File: config.mk
export PLATFORM = sky130hd
export DESIGN_NAME = stream_mux_rr_flat
export DESIGN_NICKNAME = d
export VERILOG_FILES = /design/src/rtl/stream_mux_rr_if.sv /design/src/rtl/stream_mux_rr.sv /design/src/flat_wrapper.sv
export SDC_FILE = /design/constraint.sdc
export NUM_CORES = 1
export LEC_CHECK = 0
export CAP_MARGIN = 20
export CORE_MARGIN = 3
export CORE_UTILIZATION = 33
export DETAILED_ROUTE_END_ITERATION = 10
export GPL_TIMING_DRIVEN = 0
export PLACE_DENSITY_LB_ADDON = 0.08
export REMOVE_ABC_BUFFERS = 1
export SLEW_MARGIN = 5
export SYNTH_ARGS = -nofsm -noshare
export SYNTH_HDL_FRONTEND = slang
export SYNTH_SLANG_ARGS = --single-unit
File: constraint.sdc
create_clock -name clk -period 2.6 [get_ports clk]
set_input_delay 0.78 -clock clk [delete_from_list [all_inputs] [get_ports clk]]
set_output_delay 0.78 -clock clk [all_outputs]
set_load 0.01 [all_outputs]
File: src/rtl/stream_mux_rr_if.sv
// Stream mux handshake bundle: N valid/ready/data input channels plus one registered output channel.
interface stream_mux_rr_if #(
    parameter int unsigned N = 4,
    parameter int unsigned W = 8
);
    localparam int unsigned SW = $clog2(N);

    logic [N-1:0]   in_valid;
    logic [N-1:0]   in_ready;
    logic [N*W-1:0] in_data;
    logic [SW-1:0]  sel;
    logic           out_valid;
    logic           out_ready;
    logic [W-1:0]   out_data;
    logic [SW-1:0]  out_ch;

    // Mux side
    modport slave (
        input  in_valid, in_data, sel, out_ready,
        output in_ready, out_valid, out_data, out_ch
    );

    // Producer/consumer side
    modport master (
        output in_valid, in_data, sel, out_ready,
        input  in_ready, out_valid, out_data, out_ch
    );
endinterface

File: src/rtl/stream_mux_rr.sv
// N-channel stream multiplexer with a registered output stage, backpressure,
// and either external-select or round-robin arbitration.
module stream_mux_rr #(
    parameter int unsigned N    = 4,
    parameter int unsigned W    = 8,
    parameter int unsigned MODE = 0
) (
    input  logic            clk,
    input  logic            rst,
    stream_mux_rr_if.slave  bus
);
    localparam int unsigned SW = $clog2(N);

    logic          r_out_valid;
    logic [W-1:0]  r_out_data;
    logic [SW-1:0] r_out_ch;
    logic [SW-1:0] r_rr_ptr;

    logic          w_load_en;
    logic          w_sel_ok;
    logic          w_rr_ok;
    logic [SW-1:0] w_rr_gnt;
    logic [SW-1:0] w_gnt;
    logic          w_gnt_ok;
    logic [N-1:0]  w_ready;
    logic          w_xfer;
    logic [W-1:0]  w_gnt_data;

    assign w_load_en = !r_out_valid || bus.out_ready;

    // External select: out-of-range values grant nothing
    assign w_sel_ok = (32'(bus.sel) < N) && bus.in_valid[bus.sel];

    // Round-robin: first valid channel after the last one served, with wrap
    always_comb begin
        w_rr_gnt = '0;
        w_rr_ok  = 1'b0;
        for (int unsigned k = 1; k <= N; k++) begin
            int unsigned idx;
            idx = (32'(r_rr_ptr) + k) % N;
            if (!w_rr_ok && bus.in_valid[SW'(idx)]) begin
                w_rr_gnt = SW'(idx);
                w_rr_ok  = 1'b1;
            end
        end
    end

    assign w_gnt    = (MODE == 0) ? bus.sel  : w_rr_gnt;
    assign w_gnt_ok = (MODE == 0) ? w_sel_ok : w_rr_ok;

    always_comb begin
        w_ready = '0;
        if (!rst && w_load_en && w_gnt_ok) begin
            w_ready[w_gnt] = 1'b1;
        end
    end

    assign w_xfer     = |(bus.in_valid & w_ready);
    assign w_gnt_data = bus.in_data[32'(w_gnt) * W +: W];

    // Output register: refill on transfer, otherwise drain when consumed
    always_ff @(posedge clk) begin
        if (rst) begin
            r_out_valid <= 1'b0;
            r_out_data  <= '0;
            r_out_ch    <= '0;
            r_rr_ptr    <= SW'(N - 1);
        end else if (w_xfer) begin
            r_out_valid <= 1'b1;
            r_out_data  <= w_gnt_data;
            r_out_ch    <= w_gnt;
            if (MODE == 1) begin
                r_rr_ptr <= w_gnt;
            end
        end else if (r_out_valid && bus.out_ready) begin
            r_out_valid <= 1'b0;
        end
    end

    assign bus.in_ready  = w_ready;
    assign bus.out_valid = r_out_valid;
    assign bus.out_data  = r_out_data;
    assign bus.out_ch    = r_out_ch;
endmodule

File: src/flat_wrapper.sv
// flat-port wrapper written by rule: the top's interface ports become plain ports
module stream_mux_rr_flat 
#(
    parameter int unsigned N    = 4,
    parameter int unsigned W    = 8,
    parameter int unsigned MODE = 0
)
  (clk, rst, bus_in_valid, bus_in_data, bus_sel, bus_out_ready, bus_in_ready, bus_out_valid, bus_out_data, bus_out_ch);
  stream_mux_rr_if #(.N(N), .W(W)) bus_i ();
  input  logic clk;
  input  logic rst;
  input wire logic [$bits(bus_i.in_valid)-1:0] bus_in_valid;
  input wire logic [$bits(bus_i.in_data)-1:0] bus_in_data;
  input wire logic [$bits(bus_i.sel)-1:0] bus_sel;
  input wire logic [$bits(bus_i.out_ready)-1:0] bus_out_ready;
  output wire logic [$bits(bus_i.in_ready)-1:0] bus_in_ready;
  output wire logic [$bits(bus_i.out_valid)-1:0] bus_out_valid;
  output wire logic [$bits(bus_i.out_data)-1:0] bus_out_data;
  output wire logic [$bits(bus_i.out_ch)-1:0] bus_out_ch;
  assign bus_i.in_valid = bus_in_valid;
  assign bus_i.in_data = bus_in_data;
  assign bus_i.sel = bus_sel;
  assign bus_i.out_ready = bus_out_ready;
  assign bus_in_ready = bus_i.in_ready;
  assign bus_out_valid = bus_i.out_valid;
  assign bus_out_data = bus_i.out_data;
  assign bus_out_ch = bus_i.out_ch;
  stream_mux_rr #(.N(N), .W(W), .MODE(MODE)) u_core (.clk(clk), .rst(rst), .bus(bus_i));
endmodule
Word-level counts from Yosys, hierarchy flattened --
Cells that the tools add are included.
Operators by class: shifts and indexed selects 1, reduce and logical (&&, ||, !) cells 9, bitwise operators 1, mux-type cells 7, order comparisons 2
Operators by type and width (number):
- 32-bit by 6-bit variable part select with 8-bit output | 1
- 4-bit AND | 1
- 1-bit logical AND | 4
- 1-bit 2-to-1 mux | 4
- 4-bit 2-to-1 mux | 1
- 4-bit OR reduction | 1
- 2-bit by 3-bit < comparator with 1-bit output (second input constant) | 1
- 1-bit binary-select mux with 2-bit select | 1
- 1-bit demux with 2-bit select | 1
- 2-bit by 1-bit greater-or-equal comparator with 1-bit output (second input constant) | 1
- 1-bit logical NOT | 2
- 2-bit nonzero test | 1
- 1-bit logical OR | 1
Word-level totals: logic and storage cells 23, input bits 41, bits in registers 11

Longest topological paths before layout --
Gate-level depths: netlist of the first run.
depth after elaboration 8, mapped depth 5

Least setup slack after synthesis of the first run --
OpenSTA, ideal clock, no wires.
kind in2out, start point in bus_sel[0], end point out bus_in_ready[0], arrival 1.629 ns, stages on the path 4, setup slack 0.191 ns, path buffers 1, cells stage by stage mux4_2 -> buf_6 -> nand3_1 -> nor3_1
On the way: longest elaborated chain between the ends 5, elaborated cells on any way between the ends 9, those cells by class 2 x order compare; 5 x mux; 2 x reduce/logical
RTL lines:
- from (decl) | line flat_wrapper.sv:14 | input wire logic [$bits(bus_i.sel)-1:0] bus_sel;
- 2-bit by 3-bit < comparator with 1-bit output (not written as such) / 2-bit by 1-bit greater-or-equal comparator with 1-bit output (equally long branches) | line stream_mux_rr.sv:54 | w_ready[w_gnt] = 1'b1;
- 1-bit logical AND (not written as such) | line stream_mux_rr.sv:54
- 1-bit 2-to-1 mux (not written as such) | line stream_mux_rr.sv:54
- 1-bit demux with 2-bit select
- 4-bit 2-to-1 mux (*) | line stream_mux_rr.sv:53 | if (!rst && w_load_en && w_gnt_ok) begin
- to (decl) | line flat_wrapper.sv:16 | output wire logic [$bits(bus_i.in_ready)-1:0] bus_in_ready;
Mark *: on every way between the ends. The rest lies on a longest branch, timed or not. The select of a mux whose other input is x is not followed.

Final worst setup path of the first run --
start point in bus_in_valid[3], end point out bus_in_ready[2]
On the way: longest elaborated chain between the ends 4
RTL lines:
- from (decl) | line flat_wrapper.sv:12 | input wire logic [$bits(bus_i.in_valid)-1:0] bus_in_valid;
- 1-bit binary-select mux with 2-bit select | line stream_mux_rr.sv:32 | assign w_sel_ok = (32'(bus.sel) < N) && bus.in_valid[bus.sel];
- 1-bit 2-to-1 mux (not written as such) | line stream_mux_rr.sv:32
- 1-bit logical AND | line stream_mux_rr.sv:53
- 4-bit 2-to-1 mux | line stream_mux_rr.sv:53
No other way between the ends. The select of a mux whose other input is x is not followed.

==> results of run 1 <==
-- state kept, by name (all words and copies together) (netlist names) --
name and count:
u_core.bus.out_ch 2, u_core.bus.out_data 8, u_core.bus.out_valid 1
-- timing repair --
item	CTS	global route
resized for setup	40	7
buffers inserted	6	0
endpoints found under the setup margin	14	2
pin swaps	2	3
cloned	1	0
-- report_power, final --
part	leakage [uW]	internal, uW	switching [uW]	total, uW
clock	0.0000150	59.5	60.4	120
sequential	0.0000902	181	7.44	188
combinational	0.000422	122	70.7	192
total	0.000527	362	139	500
-- worst max path at each step --
stage	slack, ns	cells after the start	startpoint	end
2_1_floorplan	0.08	3	bus_sel[0]	bus_in_ready[0]
3_3_place_gp	-1.51	5	bus_sel[0]	bus_in_ready[0]
3_5_place_dp	-1.50	5	bus_sel[0]	bus_in_ready[2]
4_1_cts	0.008	5	bus_in_valid[3]	bus_in_ready[0]
5_1_grt	0.008	5	bus_in_valid[3]	bus_in_ready[2]
6_report	0.05	5	bus_in_valid[3]	bus_in_ready[2]
-- critical path: stages --
cell             delay [ns]
clkdlybuf4s15_1        0.17
mux4_2                 0.52
nand3_4                0.12
nor3_2                 0.05
buf_2                  0.13
-- area by class of cell --
type,instances,area (um2)
multi-input combinational,47,483.0
tap,27,33.78
timing repair buffer,61,596.8
clock buffer,4,26.28
inverter,12,47.55
sequential,11,220.2
fill,170,654.4
-- cell families after synthesis --
group,share of synthesized area [%]
compound gates,16.39
buf+inv,12.09
flops,29.14
mux,30.13
simple gates,12.25
-- per-layer routing --
layer | global-route usage, % | vias up
li1 | - | 408
met1 | 22.37 | 397
met2 | 35.28 | 49
met3 | 6.925 | 2
met4 | 5.106 | 0
met5 | 0 | -
-- synth_stat cells, drive strengths merged --
library cell / count / area share [%]
inv: 12 / 6.0
dfxtp: 11 / 29
a21oi: 9 / 6.0
mux4: 9 / 27
nand4: 9 / 7.4
a31o: 8 / 9.3
buf: 6 / 5.1
clkbuf: 2 / 0.99
nand2: 2 / 0.99
nor2: 2 / 0.99
nor3: 2 / 1.3
a211o: 1 / 1.2
mux2: 1 / 1.5
mux2i: 1 / 1.3
nand2b: 1 / 0.83
nand3: 1 / 0.66
-- through the flow --
step	setup slack, ns	total power (uW)	instance area (um2)
3_3_place_gp	-1.508	364.4	1294
4_1_cts	0.008160	500.2	1386
2_1_floorplan	0.07513	260.4	709.4
5_1_grt	0.008216	533.0	1408
6_report	0.05045	500.5	1408
3_5_place_dp	-1.500	366.8	1294
==> impl_metrics.json, run 1 <==
{
  "post-route-min-period_ns": 2.550,
  "hold_buffers": 0,
  "syn_area_um2": 755.7,
  "slew_headroom_pct": 81.85,
  "ys_seq_elements": 11,
  "layout_common_cells": "clkdlybuf4s50_1 (43), dfxtp_1 (11), inv_1 (10), nand4_1 (9), a21oi_1 (9)",
  "die_y_um": 53.86,
  "drive_above_1_share_pct": 22.22,
  "antenna_found_initial": 0,
  "met2_length_mm": 1.240,
  "path_max_fanout": 3,
  "num_vias": 856,
  "dp.cells": 151,
  "avgViaCountPerCell": 5.284,
  "cts.sinks": 11,
  "die_x_um": 53.86,
  "hold-path-endpoint": "u_core.bus.out_ch[1]",
  "clk_latency_ns": 0.27,
  "grt_max_degree": 19,
  "rr_worst_depth": 5,
  "critPathArrivalTime_ns": 1.77,
  "first_iter_violations": 3,
  "drt_wl_total_mm": 2.429,
  "peakVddDrop_mv": 0.2289,
  "grt.total_usage_pct": 19.88,
  "reg2reg_to": "u_core.bus.out_data[2]",
  "status": "complete, no violations",
  "min_period_over_period_pct": 98.06,
  "drc": 0,
  "mostFrequentLayoutCell": "clkdlybuf4s50_1",
  "ys_warn_count": 0,
  "clockBufferDepth": 2,
  "cts-root-buf": "clkbuf_4",
  "stdcell_count": 162,
  "hold_path.class": "reg -> reg",
  "n_antenna_cell": 0,
  "ff2ff_setup_slack_ns": 1.38,
  "fin_skew_ns": 0.002576,
  "grt_pass1_vias": 919,
  "rows": 16,
  "hp-start": "u_core.bus.out_ch[1]",
  "holdWs_ns": 0.4683,
  "dr.pass1.iters": 4,
  "pin_count": 56,
  "io_buffers": 55,
  "worst-setup-path-type": "in -> out",
  "startpoint_type": "input pin",
  "drv_slew": 0,
  "dr.max_layer_used": "met4",
  "numCtsBuffers": 3,
  "path_clk_slew_ns": 0.07,
  "overflow": 0,
  "syn_avg_cell_area_um2": 9.815,
  "clock.fmax_ghz": 0.3922,
  "cts_tree": "done",
  "p_per_area_nw_per_um2": 355.6,
  "r2r-start": "u_core.bus.out_valid",
  "core_area_um2": 2062,
  "p_leak_uw": 0.0005270,
  "maxCapViolations": 0,
  "die_area_um2": 2900,
  "met1Wirelength_um": 926,
  "hold_viol_final": 0,
  "worstPathRequired_ns": 1.82,
  "cts_max_level": 1,
  "synth_cells": 77,
  "worst_slew_pin_slew_ns": 0.2722,
  "min_path_cells": 2,
  "area_growth_pct": 86.26,
  "cp-end-kind": "output pin",
  "finalSetupViolCount": 0,
  "rsz0062_at_grt": "false",
  "routedWlPerCell_um": 14.99,
  "synth_cell_type_count": 20,
  "ant_nets": 0,
  "final.setup.tns_ns": 0,
  "start_util_pct": 36.65,
  "place_hpwl_mm": 1.556,
  "grt_pass1_wl_mm": 4.050,
  "final_util_pct": 68.26,
  "dr_wl_met3_um": 253,
  "yosysSeqAreaShare_pct": 29.14,
  "place.gp.congestion": 0.6984,
  "fin_nets": 177
}
Note: power is estimated with default switching activity, not from simulation.
==> inputs of run 2 (changes only) <==
CORE_UTILIZATION = 30   (was 33)
clock period = 2.3 ns   (was 2.6 ns; I/O delays follow)
==> run 2 against run 1 <==
Compared with the run above:
- global-route usage fell by 3.2 points
- die area grew 8.9%
- clock power grew 14%
- combinational power is 15% higher
- worst setup slack got worse by 0.043 ns
- count of clock-buffer cells in the layout unchanged
- flip-flop and latch count did not move
- wire length rose by 3.3%
- total power up 14%
- utilization shrank 7.0 points
- clock skew increased by 0.00058 ns
- design area hardly changed
==> impl_metrics.json, run 2 (same netlist as run 1, synthesis figures left out) <==
{
  "status": "complete, no violations",
  "min_period_over_period_pct": 99.67,
  "num_vias": 862,
  "critPathArrivalTime_ns": 1.60,
  "pin_count": 56,
  "layout_common_cells": "clkdlybuf4s50_1 (43), dfxtp_1 (11), inv_1 (10), nand4_1 (9), a21oi_1 (9)",
  "fin_skew_ns": 0.003161,
  "comb_power_share_pct": 38.8,
  "fin_nets": 178,
  "min_path_cells": 2,
  "rsz0062_at_grt": "true",
  "seq_power_share_pct": 37.2,
  "clock.fmax_ghz": 0.4362,
  "overflow": 0,
  "mostFrequentLayoutCell": "clkdlybuf4s50_1",
  "fin_ws_ns": 0.007617,
  "finalSetupViolCount": 0,
  "cts_max_level": 1,
  "final_util_pct": 61.22,
  "hp-start": "u_core.bus.out_ch[1]",
  "fill_cells": 212,
  "peakVddDrop_mv": 0.2419,
  "reg2reg_to": "u_core.bus.out_data[5]",
  "place.gp.congestion": 0.7194,
  "die_x_um": 56.19,
  "hold-path-endpoint": "u_core.bus.out_ch[1]",
  "post-route-min-period_ns": 2.292,
  "place_ws_ns": -1.676,
  "numCtsBuffers": 3,
  "place_hpwl_mm": 1.667,
  "worst_slew_pin_slew_ns": 0.2560,
  "n_antenna_cell": 0,
  "regArea_um2": 220.2,
  "grt_max_degree": 19,
  "die_y_um": 56.19,
  "switching_share_pct": 27.93,
  "hold_viol_final": 0,
  "ff2ff_setup_slack_ns": 1.07,
  "p_clk_share_pct": 24.0,
  "slew_headroom_pct": 82.93,
  "fin_area_um2": 1406,
  "hold_buffers": 0,
  "multiInputGateArea_um2": 483.0,
  "drive_above_1_share_pct": 27.21,
  "cts_tree": "done",
  "io_buffers": 55,
  "drt_wl_total_mm": 2.508,
  "cts-root-buf": "clkbuf_4",
  "dr.pass1.iters": 4,
  "finalPower_uw": 570.5,
  "clk_latency_ns": 0.27,
  "drc": 0,
  "path_max_fanout": 3,
  "stdcell_count": 164,
  "drv_slew": 0,
  "grt.total_usage_pct": 16.64,
  "p_int_uw": 411.1,
  "clockBufferDepth": 2,
  "antenna_found_initial": 0,
  "area_growth_pct": 86.09,
  "rows": 17,
  "p_per_area_nw_per_um2": 405.7,
  "worstPathRequired_ns": 1.61,
  "avgViaCountPerCell": 5.256,
  "routedWlPerCell_um": 15.29,
  "grt_pass1_vias": 843,
  "path_clk_slew_ns": 0.08,
  "largest_reg_flops": 8,
  "r2r-start": "u_core.bus.out_valid",
  "cts.sinks": 11,
  "startpoint_type": "input pin",
  "first_iter_violations": 26,
  "dp.cells": 152,
  "place_area_um2": 1295,
  "p_leak_uw": 0.0005381,
  "core_area_um2": 2297,
  "maxCapViolations": 0,
  "rr_worst_depth": 5,
  "switchingPower_uw": 159.4,
  "ant_nets": 0,
  "start_util_pct": 32.90,
  "hold_path.class": "reg -> reg",
  "cp-end-kind": "output pin",
  "grt_pass1_wl_mm": 4.071,
  "worst-setup-path-type": "in -> out",
  "die_area_um2": 3157
}
run 2: cell count changes in the layout (fill, tap and decap cells not counted), sizes merged:
cell           change
buf                +8
clkdlybuf4s15      -6
dlygate4sd2        -1
run 2: how the worst max path moves through the flow:
stage                      end  cells past startpoint  startpoint
6_report       bus_in_ready[0]                      5  bus_sel[0]
5_1_grt        bus_in_ready[2]                      5  bus_sel[0]
4_1_cts        bus_in_ready[1]                      5  bus_sel[1]
3_5_place_dp   bus_in_ready[0]                      5  bus_sel[0]
3_3_place_gp   bus_in_ready[0]                      5  bus_sel[0]
2_1_floorplan  bus_in_ready[0]                      3  bus_sel[0]
run 2: routing by layer:
metal,GRT usage [%],wire length [um]
met1,20.42,983
met2,28.38,1319
met3,3.480,188
met4,6.102,17
met5,0,0
run 2: worst max-delay path, stage by stage:
cell and delay, ns:
buf_16 0.08, mux4_2 0.53, nand3_4 0.12, nor3_2 0.04
buf_2 0.14
run 2: power by group through the flow:
stage	clock network (uW)	registers (uW)	logic, uW
final	137	212	221
after global routing	151	215	239
after CTS	140	213	220
after detailed placement	0	216	201
after global placement	0	215	197
after floorplan	0	222	72.3
run 2: through the flow:
step                       TNS, ns  hold slack [ns]
after detailed placement    -12.46           0.4874
after floorplan           -0.08974           0.4828
after global routing      -0.02915           0.5568
final                            0           0.4956
after global placement      -12.08           0.4504
after CTS                        0           0.5035
run 2: repair_timing:
action | in CTS | in global routing
buffers inserted | 6 | 1
pin swaps | 3 | 5
cloned | 1 | 0
setup endpoints to repair | 15 | 4
resized for setup | 60 | 5
run 2: layout make-up:
class | count | share of cell area [%]
clock buffers | 4 | 1.868
inverters | 12 | 3.381
multi-input cells | 47 | 34.34
flip-flops and latches | 11 | 15.66
well taps | 28 | 2.491
repair buffers | 62 | 42.26
